[config.mk]
export PLATFORM = sky130hd
export DESIGN_NAME = rst_seq
export DESIGN_NICKNAME = d
export VERILOG_FILES = /design/src/rtl/rst_seq_pkg.sv /design/src/rtl/rst_seq_debounce_sync.sv /design/src/rtl/rst_seq.sv
export SDC_FILE = /design/constraint.sdc
export NUM_CORES = 1
export LEC_CHECK = 0
export BUFFER_PORTS_ARGS = -buffer_cell sky130_fd_sc_hd__buf_2
export CAP_MARGIN = 10
export CORE_ASPECT_RATIO = 0.75
export CORE_UTILIZATION = 30
export DETAILED_ROUTE_END_ITERATION = 6
export GPL_TIMING_DRIVEN = 0
export PLACE_DENSITY = 0.54
export SLEW_MARGIN = 20
export SYNTH_ARGS = -nofsm -noshare
export SYNTH_HDL_FRONTEND = slang
export SYNTH_HIERARCHICAL = 1
export SYNTH_SLANG_ARGS = --single-unit
[constraint.sdc]
create_clock -name clk -period 3.2 [get_ports clk]
set_clock_uncertainty 0.2 [all_clocks]
set_input_delay 0.32 -clock clk [delete_from_list [all_inputs] [get_ports clk]]
set_output_delay 0.32 -clock clk [all_outputs]
set_load 0.03 [all_outputs]
[src/rtl/rst_seq_pkg.sv]
// Shared types and constants for the clkoutd-domain power-on reset sequencer.
package rst_seq_pkg;

   typedef enum logic [1:0] {
      SETTLE,
      STAGE,
      HOLD,
      RUN
   } state_e;

   localparam int unsigned DEF_N_STAGES        = 3;
   localparam int unsigned DEF_SETTLE_CYCLES   = 7776;
   localparam int unsigned DEF_STAGE_GAP       = 16;
   localparam int unsigned DEF_DEBOUNCE_CYCLES = 1024;
   localparam int unsigned DEF_HOLD_CYCLES     = 64;

   localparam int unsigned           RST_CNT_W   = 8;
   localparam logic [RST_CNT_W-1:0]  RST_CNT_MAX = 8'd255;

   function automatic int unsigned max3(input int unsigned a,
                                        input int unsigned b,
                                        input int unsigned c);
      int unsigned m;
      m = a;
      if (b > m) m = b;
      if (c > m) m = c;
      return m;
   endfunction

endpackage

[src/rtl/rst_seq_debounce_sync.sv]
// Two-flop synchroniser followed by a level debouncer; the output only moves
// once the synchronised input has disagreed with it for DEBOUNCE_CYCLES edges.
module debounce_sync
   import rst_seq_pkg::*;
#(
   parameter int unsigned DEBOUNCE_CYCLES = DEF_DEBOUNCE_CYCLES,
   parameter logic        INIT            = 1'b1
) (
   input  logic clk_i,
   input  logic rst_i,
   input  logic din_i,
   output logic dout_o
);

   localparam int unsigned CNT_W = $clog2(DEBOUNCE_CYCLES + 1);

   logic             sync1_q;
   logic             sync2_q;
   logic             level_q;
   logic             level_d;
   logic [CNT_W-1:0] cnt_q;
   logic [CNT_W-1:0] cnt_d;

   // Flip happens on the edge after the DEBOUNCE_CYCLES-th disagreeing sample.
   always_comb begin
      level_d = level_q;
      cnt_d   = '0;
      if (sync2_q != level_q) begin
         if (cnt_q == CNT_W'(DEBOUNCE_CYCLES)) level_d = sync2_q;
         else                                  cnt_d   = cnt_q + CNT_W'(1);
      end
   end

   always_ff @(posedge clk_i or posedge rst_i) begin
      if (rst_i) begin
         sync1_q <= INIT;
         sync2_q <= INIT;
         level_q <= INIT;
         cnt_q   <= '0;
      end else begin
         sync1_q <= din_i;
         sync2_q <= sync1_q;
         level_q <= level_d;
         cnt_q   <= cnt_d;
      end
   end

   assign dout_o = level_q;

endmodule

[src/rtl/rst_seq.sv]
// Power-on reset sequencer: clock-settle wait, then staged release of rst_out,
// re-run on a debounced button or a software request.
module rst_seq
   import rst_seq_pkg::*;
#(
   parameter int unsigned N_STAGES        = DEF_N_STAGES,
   parameter int unsigned SETTLE_CYCLES   = DEF_SETTLE_CYCLES,
   parameter int unsigned STAGE_GAP       = DEF_STAGE_GAP,
   parameter int unsigned DEBOUNCE_CYCLES = DEF_DEBOUNCE_CYCLES,
   parameter int unsigned HOLD_CYCLES     = DEF_HOLD_CYCLES
) (
   input  logic                 clk,
   input  logic                 rst,
   input  logic                 ext_rst_n,
   input  logic                 sw_rst_req,
   output logic [N_STAGES-1:0]  rst_out,
   output logic                 ready,
   output logic [RST_CNT_W-1:0] rst_count
);

   localparam int unsigned CNT_MAX = max3(SETTLE_CYCLES, STAGE_GAP, HOLD_CYCLES);
   localparam int unsigned CNT_W   = $clog2(CNT_MAX + 1);
   localparam int unsigned IDX_W   = (N_STAGES > 1) ? $clog2(N_STAGES) : 1;

   localparam logic [IDX_W-1:0]    LAST_IDX = IDX_W'(N_STAGES - 1);
   localparam logic [N_STAGES-1:0] BIT0     = N_STAGES'(1);

   state_e                 state_q;
   logic [CNT_W-1:0]       cnt_q;
   logic [IDX_W-1:0]       idx_q;
   logic [N_STAGES-1:0]    rst_out_q;
   logic                   ready_q;
   logic [RST_CNT_W-1:0]   rst_count_q;
   logic [RST_CNT_W-1:0]   count_inc;
   logic                   btn_n;
   logic                   req;

   debounce_sync #(
      .DEBOUNCE_CYCLES (DEBOUNCE_CYCLES),
      .INIT            (1'b1)
   ) u_debounce (
      .clk_i  (clk),
      .rst_i  (rst),
      .din_i  (ext_rst_n),
      .dout_o (btn_n)
   );

   assign req       = sw_rst_req | ~btn_n;
   assign count_inc = (rst_count_q == RST_CNT_MAX) ? rst_count_q
                                                   : rst_count_q + RST_CNT_W'(1);

   always_ff @(posedge clk or posedge rst) begin
      if (rst) begin
         state_q     <= SETTLE;
         cnt_q       <= '0;
         idx_q       <= '0;
         rst_out_q   <= '1;
         ready_q     <= 1'b0;
         rst_count_q <= '0;
      end else begin
         case (state_q)
            SETTLE: begin
               if (cnt_q == CNT_W'(SETTLE_CYCLES - 1)) begin
                  cnt_q <= '0;
                  if (N_STAGES == 1) begin
                     rst_out_q   <= '0;
                     ready_q     <= 1'b1;
                     rst_count_q <= count_inc;
                     state_q     <= RUN;
                  end else begin
                     rst_out_q <= ~BIT0;
                     idx_q     <= IDX_W'(1);
                     state_q   <= STAGE;
                  end
               end else begin
                  cnt_q <= cnt_q + CNT_W'(1);
               end
            end

            // A request beats a release landing on the same edge.
            STAGE: begin
               if (req) begin
                  rst_out_q <= '1;
                  ready_q   <= 1'b0;
                  cnt_q     <= '0;
                  state_q   <= HOLD;
               end else if (cnt_q == CNT_W'(STAGE_GAP - 1)) begin
                  cnt_q     <= '0;
                  rst_out_q <= rst_out_q & ~(BIT0 << idx_q);
                  if (idx_q == LAST_IDX) begin
                     ready_q     <= 1'b1;
                     rst_count_q <= count_inc;
                     state_q     <= RUN;
                  end else begin
                     idx_q <= idx_q + IDX_W'(1);
                  end
               end else begin
                  cnt_q <= cnt_q + CNT_W'(1);
               end
            end

            HOLD: begin
               if (!btn_n) begin
                  cnt_q <= '0;
               end else if (cnt_q == CNT_W'(HOLD_CYCLES - 1)) begin
                  cnt_q <= '0;
                  if (N_STAGES == 1) begin
                     rst_out_q   <= '0;
                     ready_q     <= 1'b1;
                     rst_count_q <= count_inc;
                     state_q     <= RUN;
                  end else begin
                     rst_out_q <= ~BIT0;
                     idx_q     <= IDX_W'(1);
                     state_q   <= STAGE;
                  end
               end else begin
                  cnt_q <= cnt_q + CNT_W'(1);
               end
            end

            RUN: begin
               if (req) begin
                  rst_out_q <= '1;
                  ready_q   <= 1'b0;
                  cnt_q     <= '0;
                  state_q   <= HOLD;
               end
            end

            default: state_q <= SETTLE;
         endcase
      end
   end

   assign rst_out   = rst_out_q;
   assign ready     = ready_q;
   assign rst_count = rst_count_q;

endmodule

# Yosys cells after proc, flatten, opt, wreduce, memory -nomap -nowiden
# Index checks and enable logic that the tools add are counted.
[totals]
ff_bits = 43
latch_bits = 0
ram_bits = 0
romBits = 0
inputBits = 4
out_inout_bits = 12
elab_cells = 82
mem_count = 0
[classes]
addsub = 4
mul = 0
n_div = 0
n_lt_le_gt_ge = 0
eq_ne = 19
shift = 1
mux = 33
bitwise = 6
reduce_logical = 9
[op_table]
columns = ["cell", "count"]
rows = [
  ["13-bit two-way mux", 6],
  ["13-bit case mux with 4 select lines", 1],
  ["11-bit two-way mux", 2],
  ["2-bit two-way mux", 10],
  ["3-bit two-way mux", 6],
  ["13-bit by 1-bit adder with 13-bit output (second input constant)", 1],
  ["13-bit == test (second input constant)", 1],
  ["13-bit by 4-bit == test with 1-bit output (second input constant)", 1],
  ["13-bit by 6-bit == test with 1-bit output (second input constant)", 1],
  ["2-bit != test (second input constant)", 6],
  ["3-bit case mux with 4 select lines", 1],
  ["11-bit by 1-bit adder with 11-bit output (second input constant)", 1],
  ["11-bit == test (second input constant)", 1],
  ["5-bit AND reduction", 2],
  ["8-bit by 1-bit adder with 8-bit output (second input constant)", 1],
  ["8-bit == test (second input constant)", 1],
  ["2-bit case mux with 4 select lines", 1],
  ["7-bit AND reduction", 1],
  ["2-bit == test (second input constant)", 3],
  ["3-bit != test (second input constant)", 2],
  ["2-bit case mux with 3 select lines", 1],
  ["6-bit AND reduction", 1],
  ["1-bit two-way mux", 4],
  ["4-bit AND reduction", 1],
  ["14 further kinds", 16],
]

# Longest topological paths before layout
# Gate-level depths: netlist (run 1).
[logic_depth]
depth_word = 6
mapped_depth = 7
depth_no_buf = 6

# By module
# The synthesis (run 1) kept the hierarchy.
[by_module_without_submodules]
columns = ["module", "n_inst", "cells_each", "area_each_um2", "seq_area_each_um2"]
rows = [
  ["rst_seq", 1, 172, 1645.3, 729.4],
  ["debounce_sync", 1, 64, 730.7, 354.1],
]

# Least setup slack after synthesis (run 1)
# OpenSTA, ideal clock, no wires.
[synth_timing]
path_type = "reg-to-reg"
startpoint = "register, netlist name cnt_q[7]"
endpoint = "register rst_count_q[1], in the netlist rst_count[1]"
setup_time_ns = 0.125
arrival_ns = 1.923
t_required_ns = 2.875
setup_slack_ns = 0.953
stages_incl_launch_ff = 6
n_path_buf = 1
synth_period_minus_slack_ns = 2.247
path_cell_list = "dfrtp_1 > or4_4 > nor4_4 > and3_1 > buf_6 > mux2_2"
[synth_rtl]
columns = ["element", "line", "source"]
rows = [
  ["end signal, assigned", "rst_seq.sv:68", "rst_count_q <= count_inc;"],
  ["end signal, assigned", "rst_seq.sv:92", "rst_count_q <= count_inc;"],
  ["end signal, assigned", "rst_seq.sv:110", "rst_count_q <= count_inc;"],
  ["end, declared", "rst_seq.sv:33", "logic [RST_CNT_W-1:0] rst_count_q;"],
]

==> impl_metrics.prom, run 1 <==
# TYPE chip_impl_metric gauge
chip_impl_info{name="status",value="completed"} 1
chip_impl_metric{name="setup-tns-final",unit="ns"} 0
chip_impl_metric{name="detail-route-antenna-nets",unit=""} 0
chip_impl_metric{name="worst_ir_drop_vdd",unit="mV"} 0.173
chip_impl_metric{name="power_leakage",unit="nW"} 1.11
chip_impl_metric{name="worst_path_largest_cell_delay",unit="ns"} 0.42
chip_impl_info{name="setup.worst_path.class",value="flop to flop"} 1
chip_impl_metric{name="wl_per_cell",unit="microns"} 13.5
chip_impl_metric{name="power.density_cell_area",unit="mW/mm^2"} 399
chip_impl_info{name="slowest_stage",value="o41ai_1"} 1
chip_impl_metric{name="fp-row-count",unit=""} 27
chip_impl_info{name="synth.area.top_cells",value="dfrtp_1 (39%), dfstp_2 (6.6%), o21ai_0 (4.0%)"} 1
chip_impl_metric{name="post_synth_fa_ha_maj_area_fraction",unit="%"} 3.69
chip_impl_metric{name="period_minus_slack",unit="ns"} 2.47
chip_impl_info{name="synth.cells.most_frequent",value="dfrtp_1 (37), nand2_1 (24), o21ai_0 (19), inv_1 (13), nand4_1 (10)"} 1
chip_impl_metric{name="timing.critical_path.fanout_max",unit=""} 10
chip_impl_info{name="largest_family_of_logic_cells_by_synthesized_area",value="simple AND/OR/NAND/NOR gates"} 1
chip_impl_metric{name="antenna_found_initial",unit=""} 0
chip_impl_metric{name="die_h",unit="microns"} 79.1
chip_impl_metric{name="synth.area.mux_share",unit="%"} 0.895
chip_impl_metric{name="cts-buffers-inserted",unit=""} 5
chip_impl_metric{name="diodes",unit=""} 0
chip_impl_metric{name="worst-r2r-cell-count",unit=""} 7
chip_impl_metric{name="p_total",unit="mW"} 1.09
chip_impl_metric{name="finalWeightedCongestion",unit=""} 0.759
chip_impl_info{name="yosysTopAreaCell",value="dfrtp_1"} 1
chip_impl_metric{name="synth.distinct_cells",unit=""} 48
chip_impl_metric{name="worstPathRequired",unit="ns"} 3.16
chip_impl_metric{name="timing.final.crit_share",unit="%"} 77.3
chip_impl_metric{name="coreArea",unit="sq mm"} 0.00750
chip_impl_info{name="worst_r2r_startpoint",value="cnt_q[0]$_DFFE_PP0N_"} 1
chip_impl_metric{name="gr-usage-all-layers",unit="%"} 13.1
chip_impl_metric{name="crit_path_dat",unit="ns"} 2.43
chip_impl_info{name="grt_busiest_layer",value="met1"} 1
chip_impl_info{name="timing.hold.worst.class",value="flop to flop"} 1
chip_impl_metric{name="max_cap_violations",unit=""} 0
chip_impl_metric{name="grt_util_met3",unit="%"} 2.96
chip_impl_metric{name="synth_sequential_area_ratio",unit="%"} 45.6
chip_impl_metric{name="dieWidth",unit="microns"} 105
chip_impl_metric{name="final_nets",unit=""} 271
chip_impl_metric{name="worstSkewPairLatency",unit="ns"} 0.29
chip_impl_info{name="tritoncts_clock_tree",value="built"} 1
chip_impl_metric{name="cts.sink_count",unit=""} 43
chip_impl_metric{name="drc_errors",unit=""} 0
chip_impl_metric{name="regToRegSetupSlack",unit="ns"} 0.73
chip_impl_metric{name="total_length_of_routed_wires",unit="microns"} 4880
chip_impl_info{name="cts.root.buffer_cell",value="clkbuf_8"} 1
chip_impl_metric{name="synthSimpleGateAreaFrac",unit="%"} 25.1
chip_impl_metric{name="use_met1",unit="%"} 19.6
chip_impl_metric{name="post-synth-top-area-fraction",unit="%"} 39.0
chip_impl_info{name="rr_endpoint",value="cnt_q[8]$_DFFE_PP0N_"} 1
chip_impl_info{name="hold-path-endpoint",value="u_debounce/sync2_q$_DFF_PP1_"} 1
chip_impl_metric{name="synth-seq-cells",unit=""} 43
chip_impl_metric{name="start_util",unit="%"} 31.7
chip_impl_metric{name="min_delay_path_depth",unit=""} 0
chip_impl_info{name="hold_path_startpoint",value="u_debounce/sync1_q$_DFF_PP1_"} 1
chip_impl_metric{name="synthesis.instances",unit=""} 236
chip_impl_metric{name="area_delta_synth_final",unit="%"} 14.9
chip_impl_metric{name="clkSlewWorstSetupHoldPaths",unit="ns"} 0.09
chip_impl_metric{name="grt_start_max_net_pins",unit=""} 30
chip_impl_metric{name="synth.cell_area",unit="sq mm"} 0.00238
chip_impl_metric{name="finalSetupViolCount",unit=""} 0
chip_impl_metric{name="fp.dieArea",unit="sq mm"} 0.00828
chip_impl_metric{name="post_synth_xor_area_fraction",unit="%"} 5.16
chip_impl_info{name="rsz0062_at_grt",value="no"} 1
chip_impl_metric{name="synth.avg_cell_area",unit="sq um"} 10.1
chip_impl_metric{name="synth_edf_count",unit=""} 0
chip_impl_info{name="end_kind",value="flop"} 1
chip_impl_metric{name="max-clock-path-buffers",unit=""} 2
chip_impl_metric{name="drtPass1Iterations",unit=""} 4
chip_impl_metric{name="synth_nets",unit=""} 247
chip_impl_metric{name="tightestPinTransition",unit="ns"} 0.755
chip_impl_metric{name="timing.final.hold_violations",unit=""} 0
chip_impl_metric{name="global_route.overflow_total",unit=""} 0
chip_impl_info{name="cp_cell_sequence",value="ha_1 > nand4_1 > o41ai_1 > o221ai_1 > buf_2 > a31oi_1 > o22ai_1"} 1
chip_impl_metric{name="first_pass_grt_wire_length",unit="microns"} 8540
chip_impl_metric{name="io_pins",unit=""} 16
chip_impl_metric{name="vias_per_std_cell",unit=""} 4.95
chip_impl_metric{name="holdBufCountCts",unit=""} 2
chip_impl_metric{name="post_cts.repair.setup_buffers",unit=""} 0
chip_impl_metric{name="asyncSetResetFlopFracSynth",unit="%"} 100
chip_impl_info{name="post-synth-top-count-cell",value="dfrtp_1"} 1
chip_impl_metric{name="slew_headroom",unit="%"} 49.7
chip_impl_metric{name="dr.first_iter.drc_count",unit=""} 108
chip_impl_metric{name="cts_resized",unit=""} 0
chip_impl_metric{name="yosysWarnings",unit=""} 6
chip_impl_metric{name="first_global_vias",unit=""} 1714
chip_impl_metric{name="placement.io_buffers",unit=""} 15
chip_impl_info{name="ys.flop_type",value="dfrtp_1"} 1
chip_impl_metric{name="place.detailed.hpwl",unit="microns"} 3410
chip_impl_metric{name="max_freq",unit="MHz"} 404
chip_impl_metric{name="drive_above_1_share",unit="%"} 23.0
chip_impl_info{name="timing.critical_path.from_type",value="flop"} 1
chip_impl_metric{name="route.vias.total",unit=""} 1791
chip_impl_metric{name="htree_num_levels",unit=""} 2
chip_impl_metric{name="final_max_slew_viol_count",unit=""} 0
chip_impl_metric{name="grt_use_met2",unit="%"} 18.5
chip_impl_metric{name="synth-compound-area-share",unit="%"} 15.6
==> flip-flops by register name (all words and copies together), names as in the netlist <==
signal and count:
cnt_q 13, u_debounce/cnt_q 11, rst_count 8, rst_out 3
idx_q 2, state_q 2, ready 1, u_debounce/dout_o 1
u_debounce/sync1_q 1, u_debounce/sync2_q 1
==> cells in the final DEF, fill, tap and decap left out, drive strengths merged, types with 2 or more instances in the layout <==
| cell | synthesis | final |
|---|---|---|
| dfrtp | 37 | 37 |
| nand2 | 24 | 24 |
| o21ai | 19 | 19 |
| buf | 4 | 19 |
| inv | 13 | 13 |
| a21oi | 12 | 12 |
| nor2 | 12 | 12 |
| nand4 | 10 | 10 |
| nand3 | 9 | 9 |
| clkbuf | 3 | 9 |
| xor2 | 7 | 7 |
| xnor2 | 7 | 7 |
| ha | 7 | 7 |
| or2 | 6 | 6 |
| dfstp | 6 | 6 |
| or3 | 6 | 6 |
| o31ai | 5 | 5 |
| or4 | 5 | 5 |
| o41ai | 4 | 4 |
| nor3 | 4 | 4 |
| a31oi | 4 | 4 |
| a22oi | 4 | 4 |
| nor4 | 4 | 4 |
| nand4b | 3 | 3 |
| and3 | 3 | 3 |
| nand2b | 2 | 2 |
| o21a | 2 | 2 |
| o22ai | 2 | 2 |
| nand3b | 2 | 2 |
| bufinv | 0 | 2 |
| dlygate4sd3 | 0 | 2 |
==> through the flow <==
stage	utilization [%]	setup WS [ns]	cells	hold WS [ns]	area [sq um]
2_1_floorplan	-	0.953	236	0.00707	2380
3_3_place_gp	34.4	0.782	352	0.153	2580
3_5_place_dp	34.4	0.776	352	0.151	2580
4_1_cts	36.4	0.766	362	0.165	2730
5_1_grt	36.4	0.530	362	0.169	2730
6_report	36.4	0.727	362	0.164	2730
==> report_power, final <==
part           internal (mW)  switching, mW
sequential             0.549        0.00387
clock                  0.312          0.191
combinational         0.0111         0.0230
total                  0.872          0.218
==> critical path, delay by kind of cell, from the launching register on <==
kind	cells	cell delay, ns
flip-flops	1	0.40
AO/OA/AOI/OAI	4	0.94
buffers and inverters	1	0.24
adder cells (fa/ha/maj)	1	0.26
AND/OR/NAND/NOR	1	0.29
==> layer usage <==
metal	vias to the layer above	wire, microns	share of wire [%]
met5	-	0	0
met3	4	114	2.3
met4	0	56	1.1
met1	861	2750	56
met2	15	1960	40
li1	911	-	-
==> logic make-up (layout without fill, tap and decap cells) <==
| group | count (synthesis) | after routing |
|---|---|---|
| fa+ha+maj | 7 | 7 |
| simple gates | 95 | 95 |
| compound gates | 55 | 55 |
| mux | 2 | 2 |
| flops | 43 | 43 |
| buf+inv | 20 | 45 |
| xor+xnor | 14 | 14 |
==> final cells by class <==
class	instances	area, sq um
fill	784	4770
multi-input combinational	173	1200
sequential	43	1080
tap	101	126
timing repair buffer	17	95.1
clock buffer	6	72.6
clock inverter	2	60.1
inverter	13	48.8
buffer	7	46.3
==> worst max path at each step <==
stage,depth (start not counted),from,slack [ns],end
2_1_floorplan,5,cnt_q[7]$_DFFE_PP0N_,0.95,rst_count[1]$_DFFE_PP0P_
3_3_place_gp,5,cnt_q[7]$_DFFE_PP0N_,0.78,rst_count[1]$_DFFE_PP0P_
3_5_place_dp,5,cnt_q[7]$_DFFE_PP0N_,0.78,rst_count[1]$_DFFE_PP0P_
4_1_cts,7,cnt_q[0]$_DFFE_PP0N_,0.77,cnt_q[8]$_DFFE_PP0N_
5_1_grt,7,cnt_q[0]$_DFFE_PP0N_,0.53,cnt_q[3]$_DFFE_PP0N_
6_report,7,cnt_q[0]$_DFFE_PP0N_,0.73,cnt_q[8]$_DFFE_PP0N_
(Power assumes the default switching activity.)
==> run 2: changes to the inputs <==
- PLACE_DENSITY: 0.54 -> 0.56
- clock period: 3.2 -> 2.2 ns (I/O delays scaled with it)
==> impl_metrics.prom, run 2 (same netlist as run 1, synthesis figures left out) <==
# TYPE chip_impl_metric gauge
chip_impl_metric{name="timing.final.crit_share",unit="%"} 103
chip_impl_metric{name="htree_num_levels",unit=""} 2
chip_impl_metric{name="grt_start_max_net_pins",unit=""} 30
chip_impl_info{name="cts.root.buffer_cell",value="clkbuf_8"} 1
chip_impl_metric{name="timing.critical_path.fanout_max",unit=""} 6
chip_impl_metric{name="detail-route-antenna-nets",unit=""} 0
chip_impl_metric{name="n_fill_cell",unit=""} 766
chip_impl_metric{name="vias_per_std_cell",unit=""} 5.10
chip_impl_info{name="cp_cell_sequence",value="or4_4 > nor4_4 > and3_1 > buf_6 > mux2_4"} 1
chip_impl_metric{name="drc_errors",unit=""} 0
chip_impl_info{name="timing.hold.worst.class",value="flop to flop"} 1
chip_impl_metric{name="power.density_cell_area",unit="mW/mm^2"} 469
chip_impl_info{name="rsz0062_at_grt",value="yes"} 1
chip_impl_metric{name="power_leakage",unit="nW"} 1.16
chip_impl_metric{name="first_pass_grt_wire_length",unit="microns"} 9020
chip_impl_metric{name="fp.dieArea",unit="sq mm"} 0.00828
chip_impl_metric{name="slew_headroom",unit="%"} 58.4
chip_impl_info{name="end_kind",value="flop"} 1
chip_impl_metric{name="gr-usage-all-layers",unit="%"} 13.7
chip_impl_metric{name="final_nets",unit=""} 281
chip_impl_metric{name="crit_path_dat",unit="ns"} 2.25
chip_impl_metric{name="detailedPlace.worstSlack",unit="ns"} -0.227
chip_impl_metric{name="timing.final.hold_violations",unit=""} 0
chip_impl_info{name="timing.critical_path.from_type",value="flop"} 1
chip_impl_metric{name="wl_per_cell",unit="microns"} 14.0
chip_impl_metric{name="worst_ir_drop_vdd",unit="mV"} 0.221
chip_impl_metric{name="tightestPinTransition",unit="ns"} 0.622
chip_impl_metric{name="max-clock-path-buffers",unit=""} 2
chip_impl_metric{name="global_route.overflow_total",unit=""} 0
chip_impl_metric{name="place.detailed.hpwl",unit="microns"} 3470
chip_impl_metric{name="fp-row-count",unit=""} 27
chip_impl_metric{name="largest_register_ffs",unit=""} 13
chip_impl_metric{name="p_total",unit="mW"} 1.34
chip_impl_info{name="status",value="complete, but fails checks"} 1
chip_impl_metric{name="cts.sink_count",unit=""} 43
chip_impl_metric{name="worstSkewPairLatency",unit="ns"} 0.29
chip_impl_info{name="setup.worst_path.class",value="flop to flop"} 1
chip_impl_info{name="slowest_stage",value="or4_4"} 1
chip_impl_info{name="tritoncts_clock_tree",value="built"} 1
chip_impl_metric{name="start_util",unit="%"} 31.7
chip_impl_metric{name="io_pins",unit=""} 16
chip_impl_metric{name="placement.io_buffers",unit=""} 15
chip_impl_info{name="critPathTopFamily",value="simple AND/OR/NAND/NOR gates"} 1
chip_impl_metric{name="route.vias.total",unit=""} 1896
chip_impl_metric{name="max_freq",unit="MHz"} 441
chip_impl_metric{name="drive_above_1_share",unit="%"} 30.3
chip_impl_metric{name="cp_num_buf_inv",unit=""} 1
chip_impl_metric{name="dr.first_iter.drc_count",unit=""} 74
chip_impl_info{name="registers.top_by_ff_count",value="cnt_q"} 1
chip_impl_metric{name="worst_path_largest_cell_delay",unit="ns"} 0.60
chip_impl_metric{name="diodes",unit=""} 0
chip_impl_metric{name="max_cap_violations",unit=""} 0
chip_impl_metric{name="die_h",unit="microns"} 79.1
chip_impl_info{name="mostFrequentLayoutCells",value="dfrtp_1 (37), nand2_1 (23), buf_2 (15)"} 1
chip_impl_metric{name="cts-buffers-inserted",unit=""} 5
chip_impl_metric{name="worstPathRequired",unit="ns"} 2.18
chip_impl_metric{name="dieWidth",unit="microns"} 105
chip_impl_metric{name="clkSlewWorstSetupHoldPaths",unit="ns"} 0.08
chip_impl_metric{name="final_max_slew_viol_count",unit=""} 0
chip_impl_metric{name="finalWeightedCongestion",unit=""} 0.748
chip_impl_metric{name="antenna_found_initial",unit=""} 0
chip_impl_metric{name="layout.core_utilization",unit="%"} 38.1
chip_impl_metric{name="coreArea",unit="sq mm"} 0.00750
chip_impl_info{name="failed_checks",value="negative setup slack"} 1
chip_impl_metric{name="period_minus_slack",unit="ns"} 2.27
chip_impl_info{name="layout.cells.most_common",value="dfrtp_1"} 1
chip_impl_metric{name="total_length_of_routed_wires",unit="microns"} 5200
chip_impl_metric{name="first_global_vias",unit=""} 1854
chip_impl_metric{name="setup_ws",unit="ns"} -0.0693
chip_impl_metric{name="area_delta_synth_final",unit="%"} 20.4
chip_impl_metric{name="drtPass1Iterations",unit=""} 4
chip_impl_metric{name="finalSetupViolCount",unit=""} 14
run 2: repair_timing:
action | CTS | global route
endpoints found under the setup margin | 24 | 26
cloned | 1 | 0
hold buffers | 2 | 0
hold endpoints to repair | 38 | 0
buffers inserted | 8 | 1
pin swaps | 8 | 9
gates resized for setup | 14 | 15
run 2: path summary, 6_finish.rpt:
path	startpoint	endpoint	slack (ns)	cells past startpoint
worst min register to register	u_debounce/sync1_q$_DFF_PP1_	u_debounce/sync2_q$_DFF_PP1_	0.16	0
worst min-delay path	u_debounce/sync1_q$_DFF_PP1_	u_debounce/sync2_q$_DFF_PP1_	0.16	0
min in group asynchronous	rst	u_debounce/cnt_q[2]$_DFF_PP0_	0.34	3
worst max-delay path	cnt_q[7]$_DFFE_PP0N_	rst_count[1]$_DFFE_PP0P_	-0.07	5
worst max register to register	cnt_q[7]$_DFFE_PP0N_	rst_count[1]$_DFFE_PP0P_	-0.07	5
max in group asynchronous	rst	cnt_q[9]$_DFFE_PP0N_	1.02	3
run 2: metrics by stage:
stage	instances	hold WS [ns]	cell area (sq um)	setup TNS [ns]
after floorplan	236	-0.0929	2380	-0.0474
after global placement	352	0.0983	2580	-2.22
after detailed placement	352	0.114	2580	-2.94
after CTS	371	0.165	2780	-0.269
after global routing	372	0.170	2860	-2.53
final	372	0.165	2860	-0.481
run 2: power breakdown:
| group | leakage [nW] | switching [mW] | internal [mW] | total [mW] |
|---|---|---|---|---|
| clock | 0.0422 | 0.265 | 0.223 | 0.489 |
| combinational | 0.559 | 0.0325 | 0.0162 | 0.0487 |
| sequential | 0.562 | 0.00574 | 0.798 | 0.804 |
| total | 1.16 | 0.304 | 1.04 | 1.34 |
run 2: cell type report:
type	instances	area, sq um	area share, %
repair buffers	27	174	6.08
clock inverters	1	5.00	0.175
inverters	13	48.8	1.71
well taps	101	126	4.42
plain buffers	7	53.8	1.88
clock buffers	7	76.3	2.67
flip-flops and latches	43	1080	37.9
multi-input cells	173	1290	45.2
run 2: layer usage:
layer  share of wire, %  global-route usage, %  routed length, microns  vias up
met5                  0                      0                       0        -
li1                   -                      -                       -      943
met1                 52                   18.8                    2680      932
met2                 45                   21.3                    2320       16
met4               0.98                   4.23                      51        0
met3                2.8                   3.37                     143        5
==> run 3: changes to the inputs <==
- CORE_UTILIZATION: 30 -> 49
- PLACE_DENSITY: 0.56 -> 0.78
- SYNTH_HIERARCHICAL: 1 -> not set
==> impl_metrics.prom, run 3 <==
# TYPE chip_impl_metric gauge
chip_impl_info{name="status",value="complete, but fails checks"} 1
chip_impl_info{name="failed_checks",value="negative setup slack"} 1
chip_impl_metric{name="synth_sequential_area_ratio",unit="%"} 47.1
chip_impl_metric{name="met2WireLength",unit="microns"} 2600
chip_impl_metric{name="gr-usage-all-layers",unit="%"} 23.4
chip_impl_metric{name="synth-seq-cells",unit=""} 43
chip_impl_metric{name="first_global_vias",unit=""} 1745
chip_impl_metric{name="finalWeightedCongestion",unit=""} 0.900
chip_impl_metric{name="dr.first_iter.drc_count",unit=""} 187
chip_impl_info{name="setup.worst_path.class",value="flop to flop"} 1
chip_impl_metric{name="drc_errors",unit=""} 0
chip_impl_metric{name="die_h",unit="microns"} 61.3
chip_impl_metric{name="synth.area.mux_share",unit="%"} 1.41
chip_impl_metric{name="placement.io_buffers",unit=""} 15
chip_impl_metric{name="n_fill_cell",unit=""} 332
chip_impl_metric{name="detail-route-antenna-nets",unit=""} 0
chip_impl_info{name="critical_path.endpoint",value="cnt_q[10]$_DFFE_PP0N_"} 1
chip_impl_metric{name="power_leakage",unit="nW"} 1.22
chip_impl_metric{name="drive_above_1_share",unit="%"} 30.7
chip_impl_metric{name="synth-compound-area-share",unit="%"} 11.1
chip_impl_metric{name="io_pins",unit=""} 16
chip_impl_info{name="layout.cells.most_common",value="dfrtp_1"} 1
chip_impl_metric{name="coreArea",unit="sq mm"} 0.00449
chip_impl_info{name="largest_family_of_logic_cells_by_synthesized_area",value="simple AND/OR/NAND/NOR gates"} 1
chip_impl_info{name="registers.top_by_ff_count",value="cnt_q"} 1
chip_impl_metric{name="max_cap_violations",unit=""} 0
chip_impl_metric{name="max_freq",unit="MHz"} 406
chip_impl_metric{name="met3_wirelength",unit="microns"} 339
chip_impl_metric{name="worstPathRequired",unit="ns"} 2.19
chip_impl_metric{name="area_delta_synth_final",unit="%"} 25.5
chip_impl_metric{name="multi_input_comb_area",unit="sq mm"} 0.00127
chip_impl_info{name="worst_r2r_startpoint",value="cnt_q[8]$_DFFE_PP0N_"} 1
chip_impl_metric{name="post-synth-top-area-fraction",unit="%"} 40.3
chip_impl_metric{name="synth.avg_cell_area",unit="sq um"} 9.87
chip_impl_metric{name="timing.final.crit_share",unit="%"} 112
chip_impl_metric{name="register_area",unit="sq mm"} 0.00109
chip_impl_info{name="timing.critical_path.from_type",value="flop"} 1
chip_impl_info{name="end_kind",value="flop"} 1
chip_impl_metric{name="finish.instance_area",unit="sq mm"} 0.00289
chip_impl_metric{name="fp-row-count",unit=""} 21
chip_impl_metric{name="tightestPinTransition",unit="ns"} 0.675
chip_impl_metric{name="vias_per_std_cell",unit=""} 5.95
chip_impl_metric{name="worstSkewPairLatency",unit="ns"} 0.31
chip_impl_metric{name="diodes",unit=""} 0
chip_impl_metric{name="synth.cell_area",unit="sq mm"} 0.00230
chip_impl_metric{name="regToRegSetupSlack",unit="ns"} -0.26
chip_impl_info{name="rr_endpoint",value="cnt_q[10]$_DFFE_PP0N_"} 1
chip_impl_info{name="worst_setup_path_startpoint",value="cnt_q[8]$_DFFE_PP0N_"} 1
chip_impl_info{name="post-synth-top-count-cell",value="dfrtp_1"} 1
chip_impl_metric{name="detailedPlace.worstSlack",unit="ns"} -0.393
chip_impl_metric{name="synth.distinct_cells",unit=""} 48
chip_impl_metric{name="final_max_slew_viol_count",unit=""} 0
chip_impl_metric{name="antenna_found_initial",unit=""} 0
chip_impl_metric{name="clkSlewWorstSetupHoldPaths",unit="ns"} 0.07
chip_impl_metric{name="worst-r2r-cell-count",unit=""} 6
chip_impl_metric{name="holdWs",unit="ns"} 0.143
chip_impl_metric{name="asyncSetResetFlopFracSynth",unit="%"} 100
chip_impl_metric{name="first_pass_grt_wire_length",unit="microns"} 8490
chip_impl_metric{name="synthSimpleGateAreaFrac",unit="%"} 25.5
chip_impl_metric{name="timing.final.hold_violations",unit=""} 0
chip_impl_metric{name="yosysWarnings",unit=""} 0
chip_impl_info{name="ys.flop_type",value="dfrtp_1"} 1
chip_impl_metric{name="cts-buffers-inserted",unit=""} 5
chip_impl_info{name="tritoncts_clock_tree",value="built"} 1
chip_impl_metric{name="synth_nets",unit=""} 244
chip_impl_metric{name="power.density_cell_area",unit="mW/mm^2"} 519
chip_impl_metric{name="detail_route.wirelength.met1",unit="microns"} 2380
chip_impl_metric{name="setup_ws",unit="ns"} -0.263
chip_impl_metric{name="grt_start_max_net_pins",unit=""} 23
chip_impl_info{name="timing.hold.worst.class",value="input pin to flop"} 1
chip_impl_metric{name="place.detailed.hpwl",unit="microns"} 3330
chip_impl_info{name="mostFrequentLayoutCells",value="dfrtp_1 (33), nand2_1 (19), nand3_1 (16), nor2_1 (16), buf_2 (15)"} 1
chip_impl_metric{name="crit_path_dat",unit="ns"} 2.45
chip_impl_metric{name="post_synth_fa_ha_maj_area_fraction",unit="%"} 3.81
chip_impl_info{name="synth.cells.most_frequent",value="dfrtp_1 (37), nand2_1 (20), nor2_1 (20), nand3_1 (16), inv_1 (15)"} 1
chip_impl_info{name="highest-signal-layer",value="met4"} 1
chip_impl_metric{name="finalSetupViolCount",unit=""} 26
chip_impl_metric{name="slew_headroom",unit="%"} 54.7
chip_impl_metric{name="period_minus_slack",unit="ns"} 2.46
chip_impl_metric{name="fp.dieArea",unit="sq mm"} 0.00497
chip_impl_metric{name="wl_per_cell",unit="microns"} 16.4
chip_impl_metric{name="synthesis.instances",unit=""} 233
chip_impl_metric{name="route.vias.total",unit=""} 1971
chip_impl_metric{name="global_route.overflow_total",unit=""} 0
chip_impl_metric{name="post_synth_xor_area_fraction",unit="%"} 7.62
chip_impl_metric{name="worst_ir_drop_vdd",unit="mV"} 0.617
chip_impl_info{name="rsz0062_at_grt",value="yes"} 1
chip_impl_metric{name="drtPass1Iterations",unit=""} 5
chip_impl_info{name="yosysTopAreaCell",value="dfrtp_1"} 1
chip_impl_metric{name="synth_edf_count",unit=""} 0
chip_impl_metric{name="max-clock-path-buffers",unit=""} 2
chip_impl_metric{name="total_length_of_routed_wires",unit="microns"} 5410
chip_impl_metric{name="timing.critical_path.fanout_max",unit=""} 7
chip_impl_metric{name="htree_num_levels",unit=""} 2
chip_impl_info{name="cts.root.buffer_cell",value="clkbuf_8"} 1
chip_impl_metric{name="cts.sink_count",unit=""} 43
chip_impl_info{name="synth.area.top_cells",value="dfrtp_1 (40%), dfstp_2 (6.9%), xor2_1 (4.6%)"} 1
chip_impl_metric{name="final_nets",unit=""} 284
chip_impl_metric{name="largest_register_ffs",unit=""} 13
chip_impl_metric{name="setup-tns-final",unit="ns"} -4.64
chip_impl_metric{name="placed_standard_cell_area",unit="sq mm"} 0.00247
chip_impl_metric{name="dieWidth",unit="microns"} 81.1
chip_impl_metric{name="start_util",unit="%"} 51.2
## run 3: cell types whose count changed in the layout (fill, tap and decap cells not counted), sizes merged, moves of 4 or more
cell | previous run | this run
xor2 | 7 | 12
nor2 | 12 | 20
o21ai | 19 | 5
or2 | 6 | 0
o31ai | 5 | 0
nand2 | 24 | 20
nand3 | 9 | 16
a22o | 0 | 4
o41ai | 4 | 0
## run 3: repair_timing
item                                    4_1_cts  5_1_grt
hold buffers                                  2        0
endpoints found under the hold margin        20        0
setup buffers                                10        6
pin swaps                                    14       11
gates resized for setup                      20       20
endpoints found under the setup margin       26       28
## run 3: cell type report
class,instances,area share (%)
well taps,57,2.47
plain buffers,5,0.694
clock inverters,2,1.34
multi-input cells,169,44.0
clock buffers,6,2.86
repair buffers,34,8.93
flip-flops and latches,43,37.7
inverters,15,1.95
## run 3: worst min-delay path by stage
stage / start / to / slack, ns / cells past startpoint
final: sw_rst_req / ready$_DFFE_PP0P_ / 0.14 / 3
after global routing: sw_rst_req / ready$_DFFE_PP0P_ / 0.15 / 3
after CTS: sw_rst_req / state_q[0]$_DFFE_PP0P_ / 0.11 / 3
after detailed placement: rst / u_debounce.cnt_q[6]$_DFF_PP0_ / 0.08 / 2
after global placement: ext_rst_n / u_debounce.sync1_q$_DFF_PP1_ / 0.13 / 1
after floorplan: ext_rst_n / u_debounce.sync1_q$_DFF_PP1_ / 0.02 / 0
## run 3: cell families after synthesis
group / count (synthesis)
DFF: 43
xor gates and xnor gates: 20
muxes: 3
adders and majority gates: 7
buffers and inverters: 21
and+or+nand+nor: 104
AOI/OAI and AO/OA: 35
## run 3: report_power, final
part	internal, mW	total, mW	switching, mW
Clock	0.373	0.653	0.279
Sequential	0.798	0.805	0.00704
Combinational	0.0159	0.0415	0.0256
Total	1.19	1.50	0.312
## run 3: routing by layer
| layer | global-route usage [%] | up-vias |
|---|---|---|
| met5 | 0 | - |
| met4 | 8.42 | 0 |
| met3 | 5.19 | 19 |
| met2 | 37.9 | 71 |
| met1 | 31.5 | 962 |
| li1 | - | 919 |
## run 3: through the flow
stage | power, mW | instances | utilization [%]
6_report | 1.50 | 331 | 64.2
5_1_grt | 1.54 | 331 | 64.2
4_1_cts | 1.51 | 325 | 61.5
3_5_place_dp | 0.859 | 306 | 55.1
3_3_place_gp | 0.852 | 305 | 54.4
2_1_floorplan | 0.841 | 233 | -
## run 3: critical path, cell delays in order (launching register included)
cell	delay (ns)
dfrtp_2	0.42
or4_4	0.53
buf_6	0.14
or4_4	0.45
a22oi_4	0.27
nor2_1	0.08
a211o_1	0.26
